[config.mk]
export PLATFORM = sky130hd
export DESIGN_NAME = sort_engine
export DESIGN_NICKNAME = d
export VERILOG_FILES = /design/src/rtl/sort_engine.sv
export SDC_FILE = /design/constraint.sdc
export NUM_CORES = 2
export LEC_CHECK = 0
export ABC_AREA = 1
export CORE_MARGIN = 1
export CORE_UTILIZATION = 30
export CTS_CLUSTER_DIAMETER = 100
export DETAILED_ROUTE_END_ITERATION = 12
export GPL_ROUTABILITY_DRIVEN = 0
export PLACE_DENSITY_LB_ADDON = 0.3
export SYNTH_ARGS = -nofsm -noshare
export SYNTH_HDL_FRONTEND = slang
export SYNTH_SLANG_ARGS = --single-unit
[constraint.sdc]
create_clock -name clk -period 4.9 [get_ports clk]
set_input_delay 0.735 -clock clk [delete_from_list [all_inputs] [get_ports clk]]
set_output_delay 0.735 -clock clk [all_outputs]
set_load 0.01 [all_outputs]
[src/rtl/sort_engine.sv]
// Odd-even transposition sorter: one compare/swap pass per cycle, carries original indices.
// Optional macro SORT_EARLY_EXIT_EN stops after two consecutive swap-free passes.
module sort_engine #(
  parameter int DATA_W = 18,
  parameter int NUM    = 16,
  parameter int IDX_W  = 4
) (
  input  logic                    clk,
  input  logic                    rst,
  input  logic                    start,
  input  logic                    descend,
  input  logic [DATA_W*NUM-1:0]   in_data,
  output logic                    busy,
  output logic                    done,
  output logic [DATA_W*NUM-1:0]   sorted_data,
  output logic [IDX_W*NUM-1:0]    sorted_index
);

  typedef enum logic [1:0] {IDLE, SORT, FIN} state_t;

  state_t                   state;
  logic signed [DATA_W-1:0] val     [NUM];
  logic [IDX_W-1:0]         idx     [NUM];
  logic signed [DATA_W-1:0] nxt_val [NUM];
  logic [IDX_W-1:0]         nxt_idx [NUM];
  logic [IDX_W-1:0]         pass_cnt;
  logic                     desc_q;
  logic                     last_pass;
`ifdef SORT_EARLY_EXIT_EN
  logic                     any_swap;
  logic                     prev_quiet;
`endif

  // Pass parity selects which disjoint pairs are compared; equal values never swap.
  always_comb begin
    for (int i = 0; i < NUM; i++) begin
      nxt_val[i] = val[i];
      nxt_idx[i] = idx[i];
    end
`ifdef SORT_EARLY_EXIT_EN
    any_swap = 1'b0;
`endif
    for (int j = 0; j < NUM - 1; j++) begin
      if (j[0] == pass_cnt[0]) begin
        if (desc_q ? (val[j] < val[j+1]) : (val[j] > val[j+1])) begin
          nxt_val[j]   = val[j+1];
          nxt_val[j+1] = val[j];
          nxt_idx[j]   = idx[j+1];
          nxt_idx[j+1] = idx[j];
`ifdef SORT_EARLY_EXIT_EN
          any_swap     = 1'b1;
`endif
        end
      end
    end
`ifdef SORT_EARLY_EXIT_EN
    last_pass = (pass_cnt == IDX_W'(NUM - 1)) || (!any_swap && prev_quiet);
`else
    last_pass = (pass_cnt == IDX_W'(NUM - 1));
`endif
  end

  always_ff @(posedge clk) begin
    if (rst) begin
      state    <= IDLE;
      busy     <= 1'b0;
      done     <= 1'b0;
      pass_cnt <= '0;
      desc_q   <= 1'b0;
      sorted_data <= '0;
      for (int k = 0; k < NUM; k++) begin
        val[k] <= '0;
        idx[k] <= '0;
        sorted_index[k*IDX_W +: IDX_W] <= IDX_W'(k);
      end
`ifdef SORT_EARLY_EXIT_EN
      prev_quiet <= 1'b0;
`endif
    end else begin
      done <= 1'b0;
      case (state)
        IDLE: begin
          if (start) begin
            for (int k = 0; k < NUM; k++) begin
              val[k] <= in_data[k*DATA_W +: DATA_W];
              idx[k] <= IDX_W'(k);
            end
            desc_q   <= descend;
            pass_cnt <= '0;
            busy     <= 1'b1;
            state    <= SORT;
`ifdef SORT_EARLY_EXIT_EN
            prev_quiet <= 1'b0;
`endif
          end
        end
        SORT: begin
          for (int k = 0; k < NUM; k++) begin
            val[k] <= nxt_val[k];
            idx[k] <= nxt_idx[k];
          end
          pass_cnt <= pass_cnt + 1'b1;
`ifdef SORT_EARLY_EXIT_EN
          prev_quiet <= !any_swap;
`endif
          if (last_pass) state <= FIN;
        end
        FIN: begin
          for (int k = 0; k < NUM; k++) begin
            sorted_data[k*DATA_W +: DATA_W] <= val[k];
            sorted_index[k*IDX_W +: IDX_W]  <= idx[k];
          end
          done  <= 1'b1;
          busy  <= 1'b0;
          state <= IDLE;
        end
        default: state <= IDLE;
      endcase
    end
  end

endmodule

=== Yosys cells after proc, flatten, opt, wreduce, memory -nomap -nowiden ===
Memories as Yosys holds them, arrays and structs flattened.
Index checks and enable logic that the tools add are counted.

* $mul: 0
* $add $sub $neg: 1
* Bitwise logic cells: 64
* Equal/unequal tests: 5
* Multiplexer cells: 156
* Reductions and logical operators: 7
* $lt $le $gt $ge: 30
* Shift-type cells: 0
* Divide/modulo/power cells: 0

{| class="wikitable"
|+ Operators by type and width
! operator !! number
|-
| $mux W36 || 30
|-
| $mux W18 || 32
|-
| $gt A18 B18 Y1 || 15
|-
| $lt A18 B18 Y1 || 15
|-
| $mux W8 || 30
|-
| $mux W4 || 33
|-
| $or A1 B1 Y1 || 64
|-
| $mux W1 || 26
|-
| $pmux W4 S2 || 1
|-
| $reduce_and A2 Y1 || 4
|-
| $add A4 B1 Y4 const B || 1
|-
| $eq A4 B4 Y1 const B || 1
|-
| $mux W2 || 2
|-
| $ne A2 B2 Y1 const B || 2
|-
| $pmux W2 S2 || 1
|-
| $reduce_bool A2 Y1 || 2
|-
| $eq A2 B1 Y1 const B || 1
|-
| $eq A2 B2 Y1 const B || 1
|-
| $logic_not A2 Y1 || 1
|-
| $pmux W1 S2 || 1
|}

* Bits in writable memories: 352
* Register bits: 361
* Memories: 2
* Bits in latches: 0
* Bits in read-only memories: 0

{| class="wikitable"
|+ Memories
! memory !! depth !! bits a word !! rd ports !! clocked after memory_dff !! write ports !! RTL line !! RTL
|-
| val || 16 || 18 || 16 || 0 || 16 || 22 || <nowiki>logic signed [DATA_W-1:0] val [NUM];</nowiki>
|-
| idx || 16 || 4 || 16 || 0 || 16 || 23 || <nowiki>logic [IDX_W-1:0] idx [NUM];</nowiki>
|}

=== Depth between registers and ports, before layout ===
* Word-level depth: 33
* Gate-level depth with buffers: 21
* Gate-level depth less buffers: 20

=== Least setup slack after synthesis ===
OpenSTA, ideal clock, no wires.

* Path type: input to register
* From: input rst
* To: memory idx[2][2] (netlist: idx[0][10]), enable pin
* Stages: 5
* Library setup time: 0.507 ns
* Buffers on the path: 1
* Path slack: -0.007 ns
* Arrival time: 4.400 ns
* Data required time: 4.393 ns
* Cell sequence: buf_1 -> nor2_1 -> clkinv_1 -> nor2_1 -> inv_1

{| class="wikitable"
|+ RTL lines
! element !! RTL line !! RTL
|-
| start, declared || 9 || <nowiki>input logic rst,</nowiki>
|-
| end, declared || 23 ||
|}

==> impl_metrics.env <==
export IMPL_clk_root_buffer_cell="sky130_fd_sc_hd__clkbuf_16"
export IMPL_timing_max_transition_violations_final=0
export IMPL_finish_cell_count_without_fillers=7933
export IMPL_postRouteWirelength_um=179000
export IMPL_postSynthRegisterBits=713
export IMPL_slew_headroom_pct=11.4
export IMPL_route_vias_total=41200
export IMPL_global_route_usage_met2_pct=41.2
export IMPL_drtIter0Drc=4361
export IMPL_fin_setup_tns_ps=0
export IMPL_drc=0
export IMPL_io_pins=646
export IMPL_synth_main_ff_cell="sky130_fd_sc_hd__dfxtp_1"
export IMPL_dpl_hpwl_um=134000
export IMPL_final_hold_violation_count=0
export IMPL_synth_seq_area_share_pct=42.9
export IMPL_fp_dieH_um=374
export IMPL_post_cts_setup_buffers=0
export IMPL_setup_worst_path_end_class="flop"
export IMPL_ys_types=43
export IMPL_regArea_um2=17800
export IMPL_coreArea_um2=136000
export IMPL_critical_path_arrival_ps=4210
export IMPL_die_area_um2=140000
export IMPL_leakage_uw=0.0230
export IMPL_async_reset_ff_share_pct=0
export IMPL_gr_max_usage_layer="met2"
export IMPL_nets_in_the_synthesized_netlist=6150
export IMPL_vias_per_cell=5.20
export IMPL_synth_area_mux_share_pct=0
export IMPL_cts_resized_gates=0
export IMPL_final_setup_viol_count=0
export IMPL_netlist_instances=5587
export IMPL_global_route_usage_met3_pct=5.31
export IMPL_synth_edff_count=348
export IMPL_fillers=14100
export IMPL_cts_max_path_buffers=3
export IMPL_num_rows=135
export IMPL_initial_utilization_pct=30.4
export IMPL_power_density_nw_per_um2=467
export IMPL_worst_setup_path_type="reg2reg"
export IMPL_crit_path_start_kind="flop"
export IMPL_synth_compound_area_share_pct=10.2
export IMPL_first_global_vias=39200
export IMPL_place_inst=7760
export IMPL_hold_depth=2
export IMPL_ys_warnings_count=0
export IMPL_htreeDepth=3
export IMPL_finalWorstPathRequiredPeriod_ps=3750
export IMPL_clock_skew_final_ps=51.5
export IMPL_nNetsFinal=6633
export IMPL_postRouteAntennaNets=0
export IMPL_layout_drive_gt1_share_pct=5.04
export IMPL_post_synth_instance_area_um2=41400
export IMPL_irDropWorstVdd_mv=0.297
export IMPL_xor_xnor_share_of_the_synthesized_area_pct=0
export IMPL_layout_worst_path_cycle_share_pct=76.6
export IMPL_grt_antenna_before_repair=20
export IMPL_result_of_the_run="finished clean"
export IMPL_overall_fraction_of_global_route_tracks_in_use_pct=24.8
export IMPL_clk_pin_slew_worst_paths_ps=60
export IMPL_max_cap_violations=0
export IMPL_cts_made_buffers=89
export IMPL_fmax_mhz=266
export IMPL_yosys_area_share_adder_pct=8.19
export IMPL_wl_per_cell_um=22.6
export IMPL_tritoncts="built"
export IMPL_first_pass_grt_wire_length_um=261000
export IMPL_grtUsageMet1_pct=31.2
export IMPL_drtPass1Iterations=6
export IMPL_synthSimpleGateAreaFrac_pct=30.7
export IMPL_global_route_overflow_total=0
export IMPL_timing_critical_path_required_ps=5350
export IMPL_worst_slew_pin_slew_ps=1330
export IMPL_worstPathMaxFanout=37
export IMPL_rsz0062_at_grt="no"
export IMPL_hold_path_class="reg2reg"
export IMPL_multi_input_comb_area_um2=20400
export IMPL_grt_start_max_net_pins=195
export IMPL_clock_insertion_delay_worst_skew_ps=720
export IMPL_tritoncts_num_sinks=713
export IMPL_synth_top_family_by_area="simple AND/OR/NAND/NOR gates"
export IMPL_postCtsHoldBufs=0
export IMPL_reg2regPathDepth=11
export IMPL_average_cell_area_after_synthesis_um2=7.41
export IMPL_io_buffer_count=645
export IMPL_die_w_um=374
export IMPL_area_growth_syn_to_layout_pct=27.1
worst paths after layout:
path,end,slack (ps),from
worst max-delay path,idx[1][3],1150,desc_q
worst min register to register,sorted_data[92],450,sorted_data[92]
worst min-delay path,sorted_data[92],450,sorted_data[92]
worst max register to register,idx[1][3],1150,desc_q
state kept, by name (all words and copies together) (netlist names):
register	flops
pass_cnt	4
state	2
idx	64
busy	1
desc_q	1
sorted_data	288
done	1
val	288
sorted_index	64
report_power, final:
part	internal, uW	leakage [uW]	switching (uW)	total (uW)
Combinational	2960	0.0147	6450	9420
Sequential	7010	0.00676	1010	8020
Clock	4200	0.00154	2930	7130
worst max-delay path: stages (launching register included):
cell	delay, ps
sky130_fd_sc_hd__dfxtp_1	310
sky130_fd_sc_hd__inv_1	790
sky130_fd_sc_hd__buf_4	430
sky130_fd_sc_hd__o21ai_0	130
sky130_fd_sc_hd__nand3_1	100
sky130_fd_sc_hd__buf_4	230
sky130_fd_sc_hd__nand3_2	670
sky130_fd_sc_hd__buf_4	470
sky130_fd_sc_hd__nor2_1	110
sky130_fd_sc_hd__nor2_1	60
sky130_fd_sc_hd__o21ai_1	120
sky130_fd_sc_hd__nand2_1	60
area by class of cell:
type	count	share of cell area, %
diodes	6	0.0285
clock inverters	44	1.05
flip-flops and latches	713	33.7
well taps	1781	4.23
clock buffers	123	4.91
repair buffers	722	13.8
multi-input cells	4050	38.7
inverters	494	3.57
stage by stage:
step	area, um^2	power, uW	hold slack [ps]	util (%)	setup slack (ps)
after detailed placement	49500	17400	444	36.4	1140
after global placement	49500	17200	440	36.4	1130
after global routing	52600	26000	471	38.7	927
final	52700	24600	454	38.7	1150
after floorplan	41400	14300	443	-	249
after CTS	52600	24600	459	38.7	1120
synthesized netlist by cell type (25+ instances only):
library cell | count | area share (%)
sky130_fd_sc_hd__nand2_1 | 1684 | 15
sky130_fd_sc_hd__nor2_1 | 627 | 5.7
sky130_fd_sc_hd__inv_1 | 486 | 4.4
sky130_fd_sc_hd__nand3_1 | 394 | 4.8
sky130_fd_sc_hd__o21ai_0 | 389 | 4.7
sky130_fd_sc_hd__dfxtp_1 | 365 | 18
sky130_fd_sc_hd__edfxtp_1 | 348 | 25
sky130_fd_sc_hd__ha_1 | 271 | 8.2
sky130_fd_sc_hd__a21oi_1 | 254 | 3.1
sky130_fd_sc_hd__nand4_1 | 236 | 3.6
sky130_fd_sc_hd__clkbuf_1 | 197 | 1.8
sky130_fd_sc_hd__buf_2 | 80 | 0.97
sky130_fd_sc_hd__nand3_2 | 36 | 0.87
sky130_fd_sc_hd__a22o_1 | 32 | 0.68
sky130_fd_sc_hd__buf_1 | 25 | 0.23
cell families (layout without fill, tap and decap cells):
family | Yosys count | count (layout)
buffers and inverters | 824 | 1383
DFF | 713 | 713
adders and majority gates | 271 | 271
other | 0 | 6
and+or+nand+nor | 3007 | 3007
AOI/OAI and AO/OA | 772 | 772
routing by layer:
layer / share of wire, % / vias to the layer above / wire length [um]
met1: 40 / 19400 / 72000
met4: 4.2 / 26 / 7450
met2: 47 / 1898 / 84100
met5: 0.096 / - / 172
met3: 8.6 / 389 / 15400
li1: - / 19500 / -
cell usage in the layout (no fill, tap or decap), types with 7 or more instances in the layout:
cell and count:
sky130_fd_sc_hd__nand2_1 1684, sky130_fd_sc_hd__clkdlybuf4s50_1 645, sky130_fd_sc_hd__nor2_1 621, sky130_fd_sc_hd__inv_1 483, sky130_fd_sc_hd__nand3_1 391, sky130_fd_sc_hd__o21ai_0 389
sky130_fd_sc_hd__dfxtp_1 364, sky130_fd_sc_hd__edfxtp_1 348, sky130_fd_sc_hd__ha_1 271, sky130_fd_sc_hd__a21oi_1 254, sky130_fd_sc_hd__nand4_1 236, sky130_fd_sc_hd__clkbuf_16 96
sky130_fd_sc_hd__buf_4 60, sky130_fd_sc_hd__nand3_2 39, sky130_fd_sc_hd__a22o_1 32, sky130_fd_sc_hd__o211ai_1 23, sky130_fd_sc_hd__clkbuf_1 19, sky130_fd_sc_hd__clkinv_2 17
sky130_fd_sc_hd__buf_12 17, sky130_fd_sc_hd__o21ai_1 13, sky130_fd_sc_hd__o22a_1 11, sky130_fd_sc_hd__a21oi_2 11, sky130_fd_sc_hd__o21ai_2 10, sky130_fd_sc_hd__o21bai_1 9
sky130_fd_sc_hd__a21o_1 9, sky130_fd_sc_hd__bufinv_16 9, sky130_fd_sc_hd__clkbuf_8 8, sky130_fd_sc_hd__nor2_4 7, sky130_fd_sc_hd__nor3_1 7
Power figures use the tool's default switching activity.
